### config.mk
export PLATFORM = sky130hd
export DESIGN_NAME = rom_access_arbiter
export DESIGN_NICKNAME = d
export VERILOG_FILES = /design/src/rtl/rom_access_arbiter_pkg.sv /design/src/rtl/rom_access_arbiter_rr_pick2.sv /design/src/rtl/rom_access_arbiter.sv
export SDC_FILE = /design/constraint.sdc
export NUM_CORES = 1
export LEC_CHECK = 0
export ABC_AREA = 1
export CAP_MARGIN = 20
export CORE_MARGIN = 2
export CORE_UTILIZATION = 35
export CTS_CLUSTER_SIZE = 8
export DETAILED_ROUTE_END_ITERATION = 16
export PLACE_DENSITY_LB_ADDON = 0.25
export SKIP_CTS_REPAIR_TIMING = 1
export SLEW_MARGIN = 20
export SYNTH_ARGS = -nofsm -noshare
export SYNTH_HDL_FRONTEND = slang
export SYNTH_HIERARCHICAL = 1
export SYNTH_SLANG_ARGS = --single-unit
export TNS_END_PERCENT = 30
### constraint.sdc
create_clock -name clk -period 0.9 [get_ports clk]
set_input_delay 0.18 -clock clk [delete_from_list [all_inputs] [get_ports clk]]
set_output_delay 0.18 -clock clk [all_outputs]
set_load 0.1 [all_outputs]
### src/rtl/rom_access_arbiter_pkg.sv
// Shared memory-system constants for the program ROM path and its arbiters.
package rom_access_arbiter_pkg;

  // Requester address width and ROM data width
  localparam int ADDR_W    = 8;
  localparam int DATA_W    = 8;
  // Number of implemented ROM locations; addresses at or above are out of range
  localparam int ROM_DEPTH = 128;

  // Arbiter sequencer states
  typedef enum logic [1:0] {
    IDLE    = 2'd0,
    ISSUE   = 2'd1,
    CAPTURE = 2'd2
  } arb_state_t;

  // Requester port indices
  localparam logic PORT_IFETCH = 1'b0;
  localparam logic PORT_DATA   = 1'b1;

endpackage

### src/rtl/rom_access_arbiter_rr_pick2.sv
// Combinational 2-way round-robin pick. A sole requester always wins; on a
// tie the port that did not win last time is chosen.
module rr_pick2
  import rom_access_arbiter_pkg::*;
(
  input  logic i_req0,
  input  logic i_req1,
  input  logic i_last,
  output logic o_any_req,
  output logic o_winner
);

  assign o_any_req = i_req0 | i_req1;

  // Select the winning port index from the current requests and last winner
  always_comb begin
    o_winner = PORT_IFETCH;
    if (i_req0 && i_req1) begin
      o_winner = ~i_last;
    end else if (i_req1) begin
      o_winner = PORT_DATA;
    end else begin
      o_winner = PORT_IFETCH;
    end
  end

endmodule

### src/rtl/rom_access_arbiter.sv
// Two-port arbiter and sequencer for the synchronous-read program ROM.
// Port 0 is instruction fetch, port 1 is data/operand read. One access is
// outstanding at a time: IDLE (grant) -> ISSUE (ROM samples) -> CAPTURE
// (data returned with a valid pulse to the owner).
module rom_access_arbiter
  import rom_access_arbiter_pkg::*;
#(
  parameter int ADDR_W    = rom_access_arbiter_pkg::ADDR_W,
  parameter int DATA_W    = rom_access_arbiter_pkg::DATA_W,
  parameter int ROM_DEPTH = rom_access_arbiter_pkg::ROM_DEPTH
) (
  input  logic              clk,
  input  logic              reset,
  input  logic              req0,
  input  logic [ADDR_W-1:0] addr0,
  input  logic              req1,
  input  logic [ADDR_W-1:0] addr1,
  output logic              gnt0,
  output logic              gnt1,
  output logic              rvalid0,
  output logic              rvalid1,
  output logic [DATA_W-1:0] rdata,
  output logic              rerr,
  output logic [ADDR_W-1:0] rom_address,
  input  logic [DATA_W-1:0] rom_data_in
);

  // One extra bit so a depth equal to 2**ADDR_W is representable
  localparam logic [ADDR_W:0] ROM_LIMIT = ROM_DEPTH[ADDR_W:0];

  arb_state_t        r_state;
  logic              r_owner;
  logic              r_last;
  logic              r_oor;
  logic              r_gnt0;
  logic              r_gnt1;
  logic              r_rvalid0;
  logic              r_rvalid1;
  logic [DATA_W-1:0] r_rdata;
  logic              r_rerr;
  logic [ADDR_W-1:0] r_rom_address;

  arb_state_t        w_state_nxt;
  logic              w_owner_nxt;
  logic              w_last_nxt;
  logic              w_oor_nxt;
  logic              w_gnt0_nxt;
  logic              w_gnt1_nxt;
  logic              w_rvalid0_nxt;
  logic              w_rvalid1_nxt;
  logic [DATA_W-1:0] w_rdata_nxt;
  logic              w_rerr_nxt;
  logic [ADDR_W-1:0] w_rom_address_nxt;

  logic              w_any_req;
  logic              w_winner;
  logic [ADDR_W-1:0] w_sel_addr;
  logic              w_sel_oor;

  rr_pick2 u_pick (
    .i_req0    (req0),
    .i_req1    (req1),
    .i_last    (r_last),
    .o_any_req (w_any_req),
    .o_winner  (w_winner)
  );

  assign w_sel_addr = (w_winner == PORT_DATA) ? addr1 : addr0;
  // Out-of-range addresses are still driven raw to the ROM; only the result is masked
  assign w_sel_oor  = ({1'b0, w_sel_addr} >= ROM_LIMIT);

  // Next-state and next-output decode; pulse outputs default low each cycle
  always_comb begin
    w_state_nxt       = r_state;
    w_owner_nxt       = r_owner;
    w_last_nxt        = r_last;
    w_oor_nxt         = r_oor;
    w_gnt0_nxt        = 1'b0;
    w_gnt1_nxt        = 1'b0;
    w_rvalid0_nxt     = 1'b0;
    w_rvalid1_nxt     = 1'b0;
    w_rdata_nxt       = r_rdata;
    w_rerr_nxt        = 1'b0;
    w_rom_address_nxt = r_rom_address;
    case (r_state)
      IDLE: begin
        if (w_any_req) begin
          w_rom_address_nxt = w_sel_addr;
          w_owner_nxt       = w_winner;
          w_last_nxt        = w_winner;
          w_oor_nxt         = w_sel_oor;
          if (w_winner == PORT_DATA) begin
            w_gnt1_nxt = 1'b1;
          end else begin
            w_gnt0_nxt = 1'b1;
          end
          w_state_nxt = ISSUE;
        end else begin
          w_state_nxt = IDLE;
        end
      end
      ISSUE: begin
        // ROM samples rom_address on this edge
        w_state_nxt = CAPTURE;
      end
      CAPTURE: begin
        // ROM registered data is valid now; hand it to the owner
        w_rdata_nxt = r_oor ? {DATA_W{1'b0}} : rom_data_in;
        if (r_owner == PORT_DATA) begin
          w_rvalid1_nxt = 1'b1;
        end else begin
          w_rvalid0_nxt = 1'b1;
        end
        w_rerr_nxt  = r_oor;
        w_state_nxt = IDLE;
      end
      default: begin
        w_state_nxt = IDLE;
      end
    endcase
  end

  // State and registered outputs; reset discards any outstanding read
  always_ff @(posedge clk) begin
    if (reset) begin
      r_state       <= IDLE;
      r_owner       <= PORT_IFETCH;
      r_last        <= PORT_DATA;
      r_oor         <= 1'b0;
      r_gnt0        <= 1'b0;
      r_gnt1        <= 1'b0;
      r_rvalid0     <= 1'b0;
      r_rvalid1     <= 1'b0;
      r_rdata       <= {DATA_W{1'b0}};
      r_rerr        <= 1'b0;
      r_rom_address <= {ADDR_W{1'b0}};
    end else begin
      r_state       <= w_state_nxt;
      r_owner       <= w_owner_nxt;
      r_last        <= w_last_nxt;
      r_oor         <= w_oor_nxt;
      r_gnt0        <= w_gnt0_nxt;
      r_gnt1        <= w_gnt1_nxt;
      r_rvalid0     <= w_rvalid0_nxt;
      r_rvalid1     <= w_rvalid1_nxt;
      r_rdata       <= w_rdata_nxt;
      r_rerr        <= w_rerr_nxt;
      r_rom_address <= w_rom_address_nxt;
    end
  end

  assign gnt0        = r_gnt0;
  assign gnt1        = r_gnt1;
  assign rvalid0     = r_rvalid0;
  assign rvalid1     = r_rvalid1;
  assign rdata       = r_rdata;
  assign rerr        = r_rerr;
  assign rom_address = r_rom_address;

endmodule

==> run metrics, run 1 <==
die height 57.9 um; CP max stage cell dfxtp_2; antenna cells 0; CP max stage delay 0.39 ns; chip width 57.9 um; post-synthesis cell type count 16; initial antenna violation count 0; Post-DRT Antenna Nets 0; synth top area cells dfxtp_1, nand2_1, nand3_1, o21ai_0, inv_1; CTS root buf clkbuf_4; Mapped Nets 163; Worst Max-Slew Pin Slew 0.205 ns; WHS 0.351 ns; critical path arrival 0.87 ns; Worst-Skew Late Latency 0.31 ns; peak supply drop 1.22 mV; WL/cell 12.2 um; Rel. slew slack 86.3%; hpwl dp 2.02 mm; CP startpoint kind register; GPL Wtd Cong 0.737; Final Skew 0.00433 ns; min Tclk post-route 1.05 ns; Critical path buffers and inverters 1; maxcap violations 0; final hold vios 0; outcome complete, but fails checks; crit path cell chain buf_12; fillers 198; Synth area leader dfxtp_1; # DRC 0; critical path class reg2out; first-pass GRT wire length 4.17 mm; Detailed Routing Iterations Pass 1 4; DR vias 1130; DP Worst Slack -0.574 ns; Gate Count Post-Synth 135; Cell Area, Synth 1020 sq um; clock-pin slew on the worst setup and hold paths 0.13 ns; GRT Util Overall 16.2%; top-area cell type share of the netlist area 51.1%; Max Transition Viols Final 0; total clock sinks 26; Setup WS post-layout -0.155 ns; Pwr Density 1500 nW/um^2; sum of negative setup slack -4.38 ns; gr ovfl total 0; Rows 19; Mean Syn Cell Area 7.54 sq um; Hold WC Path Type in2reg; number of global-route vias before repair 981; H-tree depth reported by CTS 1; Seq/Total Area, Yosys 51.1%; Placed Instance Area 1840 sq um; Tcrit/Tclk final 117%; unrepaired setup endpoints after global routing yes; synth warn 6; crit-path leading delay family flip-flops; FF+latch count, synth 26; I/O pin cnt 49; layout cell share with drive strength beyond 1 47.4%; initial core utilization 36.9%; die area 3360 sq um; CTS tree done; 1st-iter DRT viols 27; Nets 223; WP data required 0.72 ns; post-route cell area 2010 sq um; largest net degree at the start of global routing 18; crit path capture type output port; Fmax 948 MHz; I/O Buffers 48; Final Util 72.9%; CTS Buffer Depth 2; Final Setup Violations 34; worst-path maximum fanout 2; Num CTS Buffers 3; failing checks setup timing; LEAKAGE 0.892 nW; Routed WL 2.75 mm; vias per inst 5.02; core box area 2760 sq um; Area growth, synth to finish 97.3%
==> cells in the final DEF, fill, tap and decap left out, types with 3 or more instances in the layout <==
| cell type | count |
|---|---|
| nand2_1 | 33 |
| nand3_1 | 25 |
| clkdlybuf4s50_1 | 25 |
| buf_12 | 22 |
| dfxtp_4 | 14 |
| nand2_2 | 13 |
| dfxtp_2 | 11 |
| buf_4 | 9 |
| o21ai_1 | 7 |
| inv_2 | 5 |
| nand3_2 | 4 |
| nor2_1 | 4 |
| clkbuf_4 | 3 |
==> final timing paths <==
check,from,end,slack (ns),depth (start not counted)
setup / recovery,rdata[4],rdata[4],-0.15,1
hold / removal,req1,r_last,0.35,4
setup reg to reg,r_last,rom_address[4],-0.15,6
hold reg to reg,r_owner,rvalid0,0.45,1
==> report_power, final <==
group          switching, mW  internal [mW]  leakage, nW
clock                  0.319          0.247       0.0210
sequential            0.0817           1.23        0.227
combinational          0.665          0.467        0.644
total                   1.07           1.94        0.892
==> per-stage QoR <==
step	std cells	total power, mW
floorplan	135	1.92
global placement	217	2.35
detailed placement	217	2.37
CTS	221	2.93
global route	225	3.14
finish	225	3.01
==> synthesized netlist by cell type <==
master,instances
nor2_1,4
buf_6,2
nand2_1,47
buf_2,2
nor3_1,1
nand4_1,1
nor2_4,1
or2_1,1
clkinv_1,1
inv_1,8
a21oi_1,1
buf_4,2
o21ai_0,8
dfxtp_1,26
nor2_2,1
nand3_1,29
==> per-layer routing <==
| metal | up-vias | routed length, um | track usage (%) |
|---|---|---|---|
| met5 | - | 0 | 0 |
| met1 | 517 | 1150 | 19.3 |
| met4 | 0 | 13 | 6.98 |
| met3 | 2 | 189 | 3.13 |
| li1 | 557 | - | - |
| met2 | 54 | 1400 | 28.2 |
==> area by class of cell <==
| cell class | instances | area, sq um | share of cell area (%) |
|---|---|---|---|
| tap | 31 | 38.8 | 1.93 |
| timing repair buffer | 60 | 806 | 40.1 |
| multi-input combinational | 95 | 502 | 25.0 |
| inverter | 9 | 40.0 | 1.99 |
| clock buffer | 4 | 36.3 | 1.81 |
| sequential | 26 | 587 | 29.2 |
==> kinds of logic (layout without fill, tap and decap cells) <==
kind of cell	count (synthesis)	count (layout)	share of synthesized area [%]
buffers and inverters	15	73	7.98
AO/OA/AOI/OAI	9	9	4.42
AND/OR/NAND/NOR	85	86	36.5
flip-flops	26	26	51.1
Power figures use the tool's default switching activity.
==> inputs of run 2 (changes only) <==
--- a/config.mk
+++ b/config.mk
@@ -5,17 +5,15 @@
 export SDC_FILE = /design/constraint.sdc
 export NUM_CORES = 1
 export LEC_CHECK = 0
-export ABC_AREA = 1
+export ABC_AREA = 0
 export CAP_MARGIN = 20
 export CORE_MARGIN = 2
 export CORE_UTILIZATION = 35
 export CTS_CLUSTER_SIZE = 8
 export DETAILED_ROUTE_END_ITERATION = 16
 export PLACE_DENSITY_LB_ADDON = 0.25
-export SKIP_CTS_REPAIR_TIMING = 1
 export SLEW_MARGIN = 20
 export SYNTH_ARGS = -nofsm -noshare
 export SYNTH_HDL_FRONTEND = slang
-export SYNTH_HIERARCHICAL = 1
 export SYNTH_SLANG_ARGS = --single-unit
 export TNS_END_PERCENT = 30
==> run metrics, run 2 <==
outcome complete, but fails checks; failing checks setup timing; H-tree depth reported by CTS 1; Tcrit/Tclk final 134%; r2r endpoint rom_address[5]; reg-to-reg slack, setup -0.30 ns; initial core utilization 36.8%; Hold WC Path Type in2reg; Fmax 832 MHz; chip width 57.8 um; Critical Path Start r_last; Post-DRT Antenna Nets 0; CTS root buf clkbuf_4; 1st-iter DRT viols 11; Num CTS Buffers 3; die area 3350 sq um; Worst Reg-to-Reg Cells 5; peak supply drop 1.37 mV; Final Skew 0.00622 ns; GRT Util Overall 18.1%; Final Setup Violations 45; layout cell share with drive strength beyond 1 52.9%; Worst Max-Slew Pin Slew 0.261 ns; Placed Instances 194; Max Transition Viols Final 0; clock-pin slew on the worst setup and hold paths 0.14 ns; post-synthesis cell type count 21; critical path arrival 1.44 ns; CTS tree done; Mean Syn Cell Area 8.98 sq um; final hold vios 0; DP Worst Slack -0.639 ns; first-pass GRT wire length 4.58 mm; total clock sinks 26; CTS Buffer Depth 2; vias per inst 5.32; r2r startpoint r_last; LEAKAGE 0.765 nW; maxcap violations 0; hpwl dp 2.07 mm; GPL Wtd Cong 0.702; Routed WL 3.08 mm; Async S/R FF share, synth 0%; synth warn 0; synth top area cells dfxtp_1, a21oi_1, nand2_1, nand3b_1, a311oi_1; Pwr Density 1560 nW/um^2; Detailed Routing Iterations Pass 1 4; DR vias 1080; Final Util 74.4%; Rel. slew slack 82.6%; Commonest cells post-synth dfxtp_1, nand2_1, a21oi_1, nand3b_1, a311oi_1; Cell Area, Synth 1010 sq um; Setup WS post-layout -0.302 ns; Seq/Total Area, Yosys 51.3%; FF+latch count, synth 26; Rows 19; WP data required 1.13 ns; most frequent cell after synthesis dfxtp_1; antenna cells 0; Nets 201; Post-synth EDFFs 0; WHS Path Cells 3; I/O pin cnt 49; # DRC 0; Mapped Nets 141; final cell count without fillers 203; I/O Buffers 48; largest net degree at the start of global routing 15; number of global-route vias before repair 1046; initial antenna violation count 0; core box area 2760 sq um; die height 57.8 um; Gate Count Post-Synth 113; top_reg_cell synth dfxtp_1; gr ovfl total 0; Critical Path End rom_address[5]; unrepaired setup endpoints after global routing yes; Area growth, synth to finish 102%; crit path capture type register; min Tclk post-route 1.20 ns; Synth area leader dfxtp_1; CP startpoint kind register; worst-path maximum fanout 5; Worst-Skew Late Latency 0.33 ns; most common cell after layout, fill and taps aside clkdlybuf4s50_1; top-area cell type share of the netlist area 51.3%; critical path class reg2reg; WL/cell 15.2 um; most frequent cells in the layout clkdlybuf4s50_1, buf_12, nand2_1
-- run 2: cell types whose count changed after synthesis, sizes merged, moves of 2 or more --
cell	change
a211oi	+2
a21oi	+17
a311oi	+7
clkbuf	+3
inv	-8
nand2	-24
nand3	-28
nand3b	+9
nor2	-2
nor3	+2
nor3b	+3
o21ai	-6
-- run 2: worst min path at each step --
stage	slack [ns]	startpoint	endpoint
3_3_place_gp	0.43	r_owner	rvalid0
2_1_floorplan	0.33	addr0[1]	rom_address[1]
5_1_grt	0.40	addr1[3]	rom_address[3]
4_1_cts	0.40	addr0[2]	rom_address[2]
3_5_place_dp	0.44	r_owner	rvalid0
6_report	0.41	addr0[4]	rom_address[4]
-- run 2: stage by stage --
step,instance area [sq um],total power [mW],TNS (ns),hold WS (ns)
2_1_floorplan,1080,2.01,-1.54,0.328
4_1_cts,1950,3.15,-6.93,0.398
5_1_grt,2050,3.33,-8.64,0.399
6_report,2050,3.21,-6.57,0.407
3_5_place_dp,1840,2.50,-9.61,0.444
3_3_place_gp,1840,2.48,-8.85,0.430
-- run 2: cell families (layout without fill, tap and decap cells) --
| family | Yosys count | count (layout) | synth area share (%) |
|---|---|---|---|
| mux | 1 | 1 | 0.986 |
| flops | 26 | 26 | 51.3 |
| simple gates | 47 | 48 | 24.0 |
| compound gates | 31 | 31 | 19.5 |
| buf+inv | 8 | 66 | 4.19 |
-- run 2: worst max-delay path, cell delays in order (launching register included) --
cell      delay (ns)
dfxtp_2         0.36
buf_6           0.11
a21boi_4        0.17
buf_12          0.14
nand2_4         0.04
a311oi_2        0.28
-- run 2: layer usage --
metal	part of all wire [%]	up-vias	global-route usage, %
met5	0	-	0
met4	1.2	0	5.98
met3	6.3	4	3.79
met2	54	49	33.8
met1	39	503	20.3
li1	-	524	-
-- run 2: report_power, final --
| part | internal [mW] | switching (mW) | total [mW] |
|---|---|---|---|
| logic | 0.546 | 0.732 | 1.28 |
| registers | 1.24 | 0.0948 | 1.33 |
| clock network | 0.248 | 0.346 | 0.594 |
| total | 2.03 | 1.17 | 3.21 |
-- run 2: timing repair --
action | 4_1_cts | 5_1_grt
pin swaps | 19 | 10
gates cloned | 0 | 2
hold buffers | 0 | 0
setup buffers | 3 | 1
endpoints found under the setup margin | 46 | 46
resized for setup | 18 | 21
-- run 2: cell type report --
class                      count  area (sq um)
clock buffer                   4          36.3
fill                         192           707
multi-input combinational     80           576
sequential                    26           578
tap                           31          38.8
timing repair buffer          62           822
